### src/rtl/rect_up_if.sv
// ---------------------------------------------------------------------------
// rect_up_if -- link bundle between the rectifier serial line, the rect_up
// frame receiver and the downstream status logic.
//
// Signals
//   rect_rcv    serial line (asynchronous to clk), idle low
//   rect_data   last good 20-bit rectifier status word
//   rect_valid  one-cycle pulse: good frame received, rect_data updated
//   frame_err   one-cycle pulse: frame aborted or rejected
//
// Modports
//   master  the receiver: consumes the line, produces status and strobes
//   slave   the environment: drives the line, observes status and strobes
// ---------------------------------------------------------------------------
interface rect_up_if;
  logic        rect_rcv;
  logic [19:0] rect_data;
  logic        rect_valid;
  logic        frame_err;

  modport master (
    input  rect_rcv,
    output rect_data,
    output rect_valid,
    output frame_err
  );

  modport slave (
    output rect_rcv,
    input  rect_data,
    input  rect_valid,
    input  frame_err
  );
endinterface

### src/rtl/rect_up.sv
// ---------------------------------------------------------------------------
// rect_up -- far-end decoder of the 84-bit rectifier status frame.
//
// Receives seven 12-bit byte slots (start bit 1, eight inverted data bits LSB
// first, at least three idle-low bits), validates the frame
// 55, {0,D[19:16]}, D[15:8], D[7:0], D[15:8], D[7:0], AA and delivers the
// 20-bit status word D with a one-cycle valid or error strobe.
//
// Parameters
//   BIT_CYC  clk cycles per serial bit
//   GAP_TO   bit periods allowed from a byte's last data sample to the next
//            start edge before the frame is abandoned
//
// Ports
//   clk  system clock
//   rst  synchronous, active-high reset
//   bus  rect_up_if.master: rect_rcv in; rect_data, rect_valid, frame_err out
//
// Configuration
//   RECT_UP_DUP_CHECK_EN  when defined, the repeated bytes b4/b5 must match
//                         b2/b3; a mismatch rejects the frame after the b5
//                         guard sample. When undefined b4/b5 are framed only.
// ---------------------------------------------------------------------------
module rect_up #(
  parameter int unsigned BIT_CYC = 2223,
  parameter int unsigned GAP_TO  = 6
) (
  input  logic       clk,
  input  logic       rst,
  rect_up_if.master  bus
);

  localparam int unsigned GAP_MAX = GAP_TO * BIT_CYC;
  localparam int unsigned GW      = $clog2(GAP_MAX + 1);

  localparam logic [15:0]   HALF_CNT  = 16'(BIT_CYC / 2);
  localparam logic [15:0]   LAST_CNT  = 16'(BIT_CYC - 1);
  localparam logic [GW-1:0] GAP_LIMIT = GW'(GAP_MAX);

  typedef enum logic [1:0] {IDLE, START, DATA, GUARD} state_e;

  // Registered state
  logic          sync1_q, sync2_q, prev_q;
  state_e        state_q,     state_d;
  logic [15:0]   bit_cnt_q,   bit_cnt_d;
  logic [2:0]    data_cnt_q,  data_cnt_d;
  logic [7:0]    shift_q,     shift_d;
  logic [2:0]    byte_idx_q,  byte_idx_d;
  logic [GW-1:0] gap_q,       gap_d;
  logic [3:0]    nib_q,       nib_d;
  logic [7:0]    b2_q,        b2_d;
  logic [7:0]    b3_q,        b3_d;
  logic [19:0]   rect_data_q, rect_data_d;
  logic          rect_valid_q, rect_valid_d;
  logic          frame_err_q,  frame_err_d;
`ifdef RECT_UP_DUP_CHECK_EN
  logic          dup_bad_q,   dup_bad_d;
`endif

  // Events derived from the current state
  logic start_edge, bit_tick, data_smp, guard_smp, last_data;
  logic timeout, byte_ok, accept, abort, good;

  // A start edge is the synchronised line rising from idle low.
  assign start_edge = sync2_q & ~prev_q;

  // START samples mid start bit; DATA/GUARD sample one full bit later each.
  assign bit_tick  = (state_q == START) ? (bit_cnt_q == HALF_CNT)
                                        : (bit_cnt_q == LAST_CNT);
  assign data_smp  = (state_q == DATA)  && bit_tick;
  assign guard_smp = (state_q == GUARD) && bit_tick;
  assign last_data = data_smp && (data_cnt_q == 3'd7);

  // Between bytes of a frame the gap counter bounds the wait for the next
  // start; a start edge landing on the limit cycle still wins.
  assign timeout = (state_q == IDLE) && (byte_idx_q != 3'd0) &&
                   (gap_q == GAP_LIMIT) && !start_edge;

  // Content check of the byte just shifted in, by its slot in the frame.
  always_comb begin
    // NOTE: every always_comb output gets a default first so no path leaves
    // it unassigned -- that is what keeps the tool from inferring a latch.
    byte_ok = 1'b1;
    case (byte_idx_q)
      3'd0:    byte_ok = (shift_q == 8'h55);
      3'd1:    byte_ok = (shift_q[7:4] == 4'h0);
`ifdef RECT_UP_DUP_CHECK_EN
      // A bad b4 is remembered and only reported once b5 is complete.
      3'd5:    byte_ok = !dup_bad_q && (shift_q == b3_q);
`endif
      3'd6:    byte_ok = (shift_q == 8'hAA);
      default: byte_ok = 1'b1;
    endcase
  end

  // Guard bit must be low (idle) for the byte to be accepted.
  assign accept = guard_smp && !sync2_q && byte_ok;
  assign abort  = timeout || (guard_smp && !accept);
  assign good   = accept && (byte_idx_q == 3'd6);

  // State register (plus datapath flops)
  always_ff @(posedge clk) begin
    // NOTE: sequential state uses non-blocking assignments so every flop
    // samples pre-edge values, independent of statement order.
    if (rst) begin
      sync1_q      <= 1'b0;
      sync2_q      <= 1'b0;
      prev_q       <= 1'b0;
      state_q      <= IDLE;
      bit_cnt_q    <= '0;
      data_cnt_q   <= '0;
      shift_q      <= '0;
      byte_idx_q   <= '0;
      gap_q        <= '0;
      nib_q        <= '0;
      b2_q         <= '0;
      b3_q         <= '0;
      rect_data_q  <= '0;
      rect_valid_q <= 1'b0;
      frame_err_q  <= 1'b0;
`ifdef RECT_UP_DUP_CHECK_EN
      dup_bad_q    <= 1'b0;
`endif
    end else begin
      sync1_q      <= bus.rect_rcv;
      sync2_q      <= sync1_q;
      prev_q       <= sync2_q;
      state_q      <= state_d;
      bit_cnt_q    <= bit_cnt_d;
      data_cnt_q   <= data_cnt_d;
      shift_q      <= shift_d;
      byte_idx_q   <= byte_idx_d;
      gap_q        <= gap_d;
      nib_q        <= nib_d;
      b2_q         <= b2_d;
      b3_q         <= b3_d;
      rect_data_q  <= rect_data_d;
      rect_valid_q <= rect_valid_d;
      frame_err_q  <= frame_err_d;
`ifdef RECT_UP_DUP_CHECK_EN
      dup_bad_q    <= dup_bad_d;
`endif
    end
  end

  // Next-state logic: edges seen outside IDLE are ignored, sampling is
  // purely time based once a start edge has been taken.
  always_comb begin
    state_d = state_q;
    case (state_q)
      IDLE:    if (start_edge) state_d = START;
      START:   if (bit_tick)   state_d = sync2_q ? DATA : IDLE;
      DATA:    if (last_data)  state_d = GUARD;
      GUARD:   if (bit_tick)   state_d = IDLE;
      default:                 state_d = IDLE;
    endcase
  end

  // Output / datapath logic
  always_comb begin
    bit_cnt_d    = bit_cnt_q;
    data_cnt_d   = data_cnt_q;
    shift_d      = shift_q;
    byte_idx_d   = byte_idx_q;
    gap_d        = gap_q;
    nib_d        = nib_q;
    b2_d         = b2_q;
    b3_d         = b3_q;
    rect_data_d  = rect_data_q;
    rect_valid_d = good;
    frame_err_d  = abort;
`ifdef RECT_UP_DUP_CHECK_EN
    dup_bad_d    = dup_bad_q;
`endif

    // Bit timer: runs only while a byte is in flight, cleared at each sample.
    if (state_q == IDLE) begin
      if (start_edge) bit_cnt_d = '0;
    end else if (bit_tick) begin
      bit_cnt_d = '0;
    end else begin
      bit_cnt_d = bit_cnt_q + 16'd1;
    end

    if ((state_q == START) && bit_tick) data_cnt_d = '0;
    if (data_smp) begin
      data_cnt_d = data_cnt_q + 3'd1;
      // Data bits travel inverted, LSB first.
      shift_d    = {~sync2_q, shift_q[7:1]};
    end

    // Gap counter restarts at each byte's last data sample and saturates.
    if (last_data)              gap_d = '0;
    else if (gap_q != GAP_LIMIT) gap_d = gap_q + GW'(1);

    if (accept) begin
      case (byte_idx_q)
        3'd1:    nib_d = shift_q[3:0];
        3'd2:    b2_d  = shift_q;
        3'd3:    b3_d  = shift_q;
`ifdef RECT_UP_DUP_CHECK_EN
        3'd4:    dup_bad_d = (shift_q != b2_q);
`endif
        default: ;
      endcase
    end

    if (abort || good) byte_idx_d = '0;
    else if (accept)   byte_idx_d = byte_idx_q + 3'd1;

    // b1..b3 are already held in their registers when b6 completes.
    if (good) rect_data_d = {nib_q, b2_q, b3_q};
  end

  assign bus.rect_data  = rect_data_q;
  assign bus.rect_valid = rect_valid_q;
  assign bus.frame_err  = frame_err_q;

endmodule

### src/flat_wrapper.sv
// flat-port wrapper written by rule: the top's interface ports become plain ports
module rect_up_flat 
#(
  parameter int unsigned BIT_CYC = 2223,
  parameter int unsigned GAP_TO  = 6
)
  (clk, rst, bus_rect_rcv, bus_rect_data, bus_rect_valid, bus_frame_err);
  rect_up_if bus_i ();
  input  logic clk;
  input  logic rst;
  input wire logic [$bits(bus_i.rect_rcv)-1:0] bus_rect_rcv;
  output wire logic [$bits(bus_i.rect_data)-1:0] bus_rect_data;
  output wire logic [$bits(bus_i.rect_valid)-1:0] bus_rect_valid;
  output wire logic [$bits(bus_i.frame_err)-1:0] bus_frame_err;
  assign bus_i.rect_rcv = bus_rect_rcv;
  assign bus_rect_data = bus_i.rect_data;
  assign bus_rect_valid = bus_i.rect_valid;
  assign bus_frame_err = bus_i.frame_err;
  rect_up #(.BIT_CYC(BIT_CYC), .GAP_TO(GAP_TO)) u_core (.clk(clk), .rst(rst), .bus(bus_i));
endmodule
### config.mk
export PLATFORM = sky130hd
export DESIGN_NAME = rect_up_flat
export DESIGN_NICKNAME = d
export VERILOG_FILES = /design/src/rtl/rect_up_if.sv /design/src/rtl/rect_up.sv /design/src/flat_wrapper.sv
export SDC_FILE = /design/constraint.sdc
export NUM_CORES = 1
export LEC_CHECK = 0
export CAP_MARGIN = 20
export CORE_AREA = 2 2 72 142
export DETAILED_ROUTE_END_ITERATION = 8
export DIE_AREA = 0 0 74 144
export DONT_BUFFER_PORTS = 1
export SYNTH_ARGS = -nofsm -noshare
export SYNTH_HDL_FRONTEND = slang
export SYNTH_SLANG_ARGS = --single-unit
### constraint.sdc
create_clock -name clk -period 2.15 [get_ports clk]
set_clock_uncertainty 0.05 [all_clocks]
set_input_delay 0.43 -clock clk [delete_from_list [all_inputs] [get_ports clk]]
set_output_delay 0.43 -clock clk [all_outputs]
set_load 0.1 [all_outputs]
==> key figures, run 1 <==
Flow run
  • Max-Cap Viols: 0

Outcome
  • Status: complete, but fails checks
  • Violated checks: negative setup slack

Drt
  • DRC: 0
  • Via count: roughly 3600
  • DR pass1 iterations: 4
  • Total Routed Length: approximately 10000 um
  • Avg WL per Cell: 16.2 um
  • Vias per cell: 5.56
  • DR iter-0 viols: 155
  • ANT nets after route: 0

Timing
  • Final Max Tran Viols: 0
  • Final WS setup: -0.0228 ns
  • RSZ-0062 raised after global routing: true
  • Min cycle time layout: between 2 and 2.5 ns
  • Final number of setup-violating endpoints: 17
  • Period utilization: 101%
  • Slew headroom: ~66%
  • Worst Tran Pin Value: between 0.5 and 0.6 ns
  • Final hold vios: 0
  • Highest clock rate: ~460 MHz

Critical path
  • CP Launch Type: register
  • Setup CP Type: reg2reg
  • Worst path arrival time: roughly 2.3 ns
  • Worst-path maximum fanout: 4
  • Req. time, crit path: ~2.3 ns
  • Crit end category: register

Place
  • Placed instance count: roughly 610
  • IO buf count: 0
  • Routability cong.: about 0.86
  • Post-DP HPWL: approximately 7400 um

Final layout
  • Antenna diode count: 0
  • Layout area overhead: 27.6%
  • Commonest non-fill, non-tap cell in the layout: dfxtp_1
  • Fill count: approximately 850
  • Layout net count: between 500 and 600
  • Most frequent cells in the layout: dfxtp_1 (86), buf_4 (68), nand2_1 (57), nor2_1 (27), mux2i_1 (22)
  • Layout cells sized above 1: a little under a quarter
  • Post-route insts no fill: around 640

Synth
  • Area contributors post-synth: dfxtp_1 (45%), mux2i_1 (5.4%), nand2_1 (5.3%), a22o_1 (4.3%), ha_1 (3.1%)
  • Synth cell types: 58
  • EDFF count, synth: 0
  • Area share of the largest cell type after synthesis: between 40 and 50%
  • Area leader, netlist: dfxtp_1
  • Ys flop type: dfxtp_1
  • Synthesized cell area: a little over 4000 um^2
  • Ys async rst share: 0%
  • Post-Syn Instances: about 440
  • Yosys warns: 0
  • Mapped Avg Cell Area: between 9 and 10 um^2
  • Syn Nets: approximately 450
  • Seq/Total Area, Yosys: 44.8%
  • #FFs+latches synth: between 90 and 100

Worst hold path
  • Worst Hold Class: in2reg

Die
  • Die ar.: about 11000 um^2
  • Initial Util: 42.2%
  • Die Y: about 140 um
  • Core footprint: between 9000 and 10000 um^2
  • I/O pin count: 25
  • Core Rows: around 50
  • Die W: approximately 74 um

Clock network
  • Root buffer cell: clkbuf_16
  • Hold bufs inserted after CTS: 0
  • Number of H-tree levels: 3
  • Sink Count: 91
  • Worst-Skew Late Latency: 0.34 ns
  • Clock Path Buffers: 2
  • CTS tree: yes
  • Clock slew at reported path FFs: 0.07 ns
  • Total CTS buffers: 9

GRT
  • First-pass GRT wire length: 16800 um
  • Initial antenna violation count: 0
  • Vias in the first global route: between 3000 and 4000
  • Total Routing Usage GR: 20.5%
  • Largest net degree at the start of global routing: 35
  • Total gr overflow: 0

Power
  • Maximum VDD drop: ~0.47 mV
  • Pleak: 2.05 nW
  • Tot Pwr: about 3.6 mW
  • PwrDens: 691 nW/um^2
-- kinds of logic after synthesis --
kind of cell,after synthesis,synth area share (%)
compound gates,95,17.5
xor+xnor,14,3.01
fa+ha+maj,10,3.07
buf+inv,35,3.57
flops,91,44.8
mux,23,5.69
simple gates,171,22.4
-- layout make-up --
cell class / count / area, um^2 / share of cell area [%]
inverters: 11 / 43.8 / 0.843
flip-flops and latches: 91 / 1830 / 35.2
clock inverters: 7 / 108 / 2.07
repair buffers: 76 / 632 / 12.2
clock buffers: 9 / 225 / 4.34
multi-input cells: 313 / 2190 / 42.2
well taps: 132 / 165 / 3.18
-- routing by layer --
metal	vias up	global-route usage [%]	wire length (um)
met5	-	0	0
met4	0	11.3	419
met3	29	2.79	229
met2	71	38.4	5820
met1	1715	21.0	3900
li1	1738	-	-
-- per-stage QoR --
step | setup WS, ns | area, um^2 | util, % | hold WS [ns] | setup TNS, ns
floorplan | 0.0279 | 4070 | - | 0.364 | 0
global placement | -0.0560 | 4690 | 48.7 | 0.391 | -0.392
detailed placement | -0.0825 | 4690 | 48.7 | 0.384 | -0.567
CTS | -0.0206 | 5080 | 52.7 | 0.0951 | -0.124
global route | -0.118 | 5190 | 53.9 | 0.0885 | -2.12
finish | -0.0228 | 5190 | 53.9 | 0.105 | -0.194
-- cell usage after synthesis (2+ instances only) --
| master | count |
|---|---|
| o211a_1 | 3 |
| a21oi_1 | 19 |
| nor3_1 | 5 |
| nor2_1 | 27 |
| and4_1 | 6 |
| a2bb2oi_1 | 2 |
| nand3_1 | 13 |
| a21o_1 | 2 |
| buf_2 | 8 |
| nor4bb_1 | 2 |
| and2_1 | 3 |
| or4_1 | 5 |
| xor2_1 | 9 |
| a2111oi_0 | 2 |
| mux2i_1 | 22 |
| or3_1 | 5 |
| nor4_1 | 2 |
| ha_1 | 10 |
| xnor2_1 | 5 |
| inv_1 | 11 |
| dfxtp_1 | 91 |
| nor2b_1 | 6 |
| nand4b_1 | 2 |
| o41ai_1 | 5 |
| a41oi_1 | 4 |
| o22ai_1 | 4 |
| nand4_1 | 15 |
| o211ai_1 | 3 |
| nand3b_1 | 2 |
| or2_2 | 4 |
| nand2b_1 | 3 |
| o21ai_0 | 16 |
| a22o_1 | 20 |
| o2bb2ai_1 | 3 |
| clkbuf_1 | 14 |
| and3_1 | 7 |
| a211oi_1 | 2 |
| nand2_1 | 57 |
-- state kept, by name, indices dropped and copies added (netlist names), 3 cells and up, named ones only --
register,flops
u_core.b2_q,8
u_core.b3_q,8
u_core.bit_cnt_q,16
u_core.bus.rect_data,20
u_core.byte_idx_q,3
u_core.data_cnt_q,3
u_core.gap_q,14
u_core.nib_q,4
u_core.shift_q,8
-- worst max-delay path, stage by stage (launching register included) --
cell and delay [ns]:
dfxtp_2 0.32, inv_2 0.07, ha_4 0.13, or4b_1 0.42, o21a_1 0.16, buf_4 0.14
o311ai_2 0.33, nand4_1 0.14, buf_4 0.18, mux2i_1 0.11
-- where the power goes --
| group | internal [mW] | switching (mW) |
|---|---|---|
| sequential | 1.71 | 0.0236 |
| combinational | 0.0510 | 0.0694 |
| clock | 1.04 | 0.700 |
-- final timing paths --
check	start	endpoint	slack, ns	cells after the start
min reg2reg	u_core.sync1_q	u_core.sync2_q	0.40	1
min	rst	u_core.bus.frame_err	0.10	1
max	u_core.byte_idx_q[1]	u_core.nib_q[1]	-0.02	9
max reg2reg	u_core.byte_idx_q[1]	u_core.nib_q[1]	-0.02	9
-- timing repair --
action / CTS / global route
buffers inserted: 4 / 5
pin swaps: 0 / 5
setup endpoints to repair: 26 / 53
resized for setup: 8 / 17
cloned: 0 / 1
(Power assumes the default switching activity.)
==> run 2: changes to the inputs <==
- CAP_MARGIN: 20 -> default
- HOLD_SLACK_MARGIN: default -> 0.02
==> results of run 2 <==
Final layout, timing and power as in run 1 (identical DEF).
==> run 3: changes to the inputs <==
- CAP_MARGIN: default -> 40
- CORE_AREA: 2 2 72 142 -> 2 2 63 125
- DIE_AREA: 0 0 74 144 -> 0 0 65 127
- PLACE_DENSITY: default -> 0.74
==> key figures, run 3 (synthesis gave the netlist of run 1 again) <==
Timing
  • Worst Tran Pin Value: approximately 0.5 ns
  • Final WS setup: -0.0299 ns
  • Final Max Tran Viols: 0
  • RSZ-0062 raised after global routing: true
  • Slew headroom: 66.2%
  • Period utilization: 101%
  • Highest clock rate: roughly 460 MHz
  • Min cycle time layout: about 2.2 ns
  • Fin Setup TNS: -0.464 ns
  • Final hold vios: 0
  • Final number of setup-violating endpoints: 32

Outcome
  • Violated checks: negative setup slack
  • Status: complete, but fails checks

Final layout
  • Max FFs per register: 20
  • Antenna diode count: 0
  • Layout net count: approximately 520
  • Post-route insts no fill: slightly above 600
  • Most frequent cells in the layout: dfxtp_1 (88), buf_4 (78), nand2_1 (57), nor2_1 (27), mux2i_1 (22)
  • Design area: just over 5000 um^2
  • Layout area overhead: 27.1%
  • Sequential Area: between 1500 and 2000 um^2
  • Layout cells sized above 1: between 20% and 30%
  • Fill count: around 560
  • Multi-input logic area: 2190 um^2
  • Final cell utilization of the core: between 70% and 80%
  • Commonest non-fill, non-tap cell in the layout: dfxtp_1

Die
  • Core Rows: 44
  • I/O pin count: 25
  • Die W: approximately 65 um
  • Die ar.: ~8300 um^2
  • Die Y: between 100 and 150 um
  • Core footprint: a little over 7000 um^2
  • Initial Util: a little under three fifths

Clock network
  • Sink Count: 91
  • Total CTS buffers: 9
  • Worst-Skew Late Latency: about 0.35 ns
  • Number of H-tree levels: 3
  • Root buffer cell: clkbuf_16
  • Clock slew at reported path FFs: about 0.07 ns
  • CTS tree: yes
  • Clock Path Buffers: 2

Critical path
  • Crit end category: register
  • Count of buffer and inverter cells on the critical path: 2
  • Slowest cell on crit path: or4b_1
  • Reg2reg path depth: 8
  • CP top delay family: simple AND/OR/NAND/NOR gates
  • Worst path arrival time: approximately 2.4 ns
  • Worst Setup SP: u_core.byte_idx_q[1]
  • Critical path cell sequence: inv_2 > ha_4 > or4b_1 > o21a_1 > o311a_4 > nor3_4 > buf_12 > mux2i_1
  • Req. time, crit path: 2.37 ns
  • Worst r2r src: u_core.byte_idx_q[1]
  • CP Capture Point: u_core.b3_q[7]
  • Max incr delay on CP: about 0.45 ns
  • CP Launch Type: register
  • Internal reg-to-reg setup slack: -0.03 ns
  • Worst-path maximum fanout: 8
  • Reg2reg end: u_core.b3_q[7]
  • Number of cells on the critical path: 8
  • Setup CP Type: reg2reg

GRT
  • Vias in the first global route: between 3000 and 4000
  • Largest net degree at the start of global routing: 35
  • First-pass GRT wire length: 17500 um
  • Initial antenna violation count: 0
  • Total gr overflow: 0
  • Total Routing Usage GR: 27.3%

Power
  • Maximum VDD drop: about 0.70 mV
  • Tot Pwr: 3.43 mW
  • PwrDens: around 660 nW/um^2
  • Pleak: between 2 and 2.5 nW

Place
  • IO buf count: 0
  • Post-DP HPWL: roughly 7800 um
  • Placed instance count: ~600
  • Placed Area: 4730 um^2
  • Routability cong.: between 0.9 and 1

Drt
  • Avg WL per Cell: between 15 and 20 um
  • Via count: 3686
  • DR iter-0 viols: about 220
  • Vias per cell: around 6.1
  • DR pass1 iterations: 4
  • DRC: 0
  • Total Routed Length: 10800 um
  • ANT nets after route: 0

Flow run
  • Max-Cap Viols: 0

Worst hold path
  • Worst Hold Class: in2reg
  • Startpoint of the worst hold path: rst
[run 3: changes by cell type in the layout (fill, tap and decap cells not counted), moves of 2 or more]
cell / delta
bufinv_16: -2
dfxtp_2: -2
buf_6: -2
dfxtp_1: +2
clkinv_8: +2
buf_4: +10
[run 3: metal layers]
metal,part of all wire [%],vias to the layer above,global-route usage (%)
li1,-,1758,-
met1,35,1777,26.1
met2,57,108,52.8
met3,3.2,43,3.87
met4,4.8,0,16.0
met5,0,-,0
[run 3: final cells by class]
| type | count | share of cell area (%) |
|---|---|---|
| clock inverter | 7 | 1.57 |
| tap | 92 | 2.23 |
| timing repair buffer | 84 | 13.5 |
| sequential | 91 | 35.3 |
| clock buffer | 9 | 4.36 |
| multi-input combinational | 313 | 42.3 |
| inverter | 11 | 0.798 |
[run 3: how the worst min path moves through the flow]
| stage | slack [ns] | to | cells after the start |
|---|---|---|---|
| after detailed placement | 0.38 | u_core.sync2_q | 1 |
| after CTS | 0.09 | u_core.shift_q[1] | 1 |
| after global placement | 0.37 | u_core.sync2_q | 1 |
| final | 0.1 | u_core.shift_q[1] | 1 |
| after floorplan | 0.36 | u_core.sync2_q | 1 |
| after global routing | 0.09 | u_core.shift_q[5] | 1 |
[run 3: worst register-to-register path, delay by kind of cell, from the launching register on]
kind	cells	cell delay, ns
fa+ha+maj	1	0.13
compound gates	2	0.57
buf+inv	2	0.23
mux	1	0.19
simple gates	2	0.62
flops	1	0.32
[run 3: repair_timing]
action                                  CTS  global route
gates resized for setup                   9            12
endpoints found under the setup margin   34            58
buffers inserted                          3             4
hold buffers                              0             0
pin swaps                                 5             7
[run 3: where the power goes]
part           internal (mW)  switching [mW]  total (mW)
Sequential              1.70          0.0211        1.73
Clock                  0.828           0.738        1.57
Combinational         0.0601          0.0819       0.142
[run 3: per-stage QoR]
stage	setup WS, ns	hold slack, ns
2_1_floorplan	0.0279	0.364
3_3_place_gp	-0.0243	0.366
3_5_place_dp	-0.0244	0.381
4_1_cts	-0.0467	0.0932
5_1_grt	-0.116	0.0933
6_report	-0.0299	0.0954
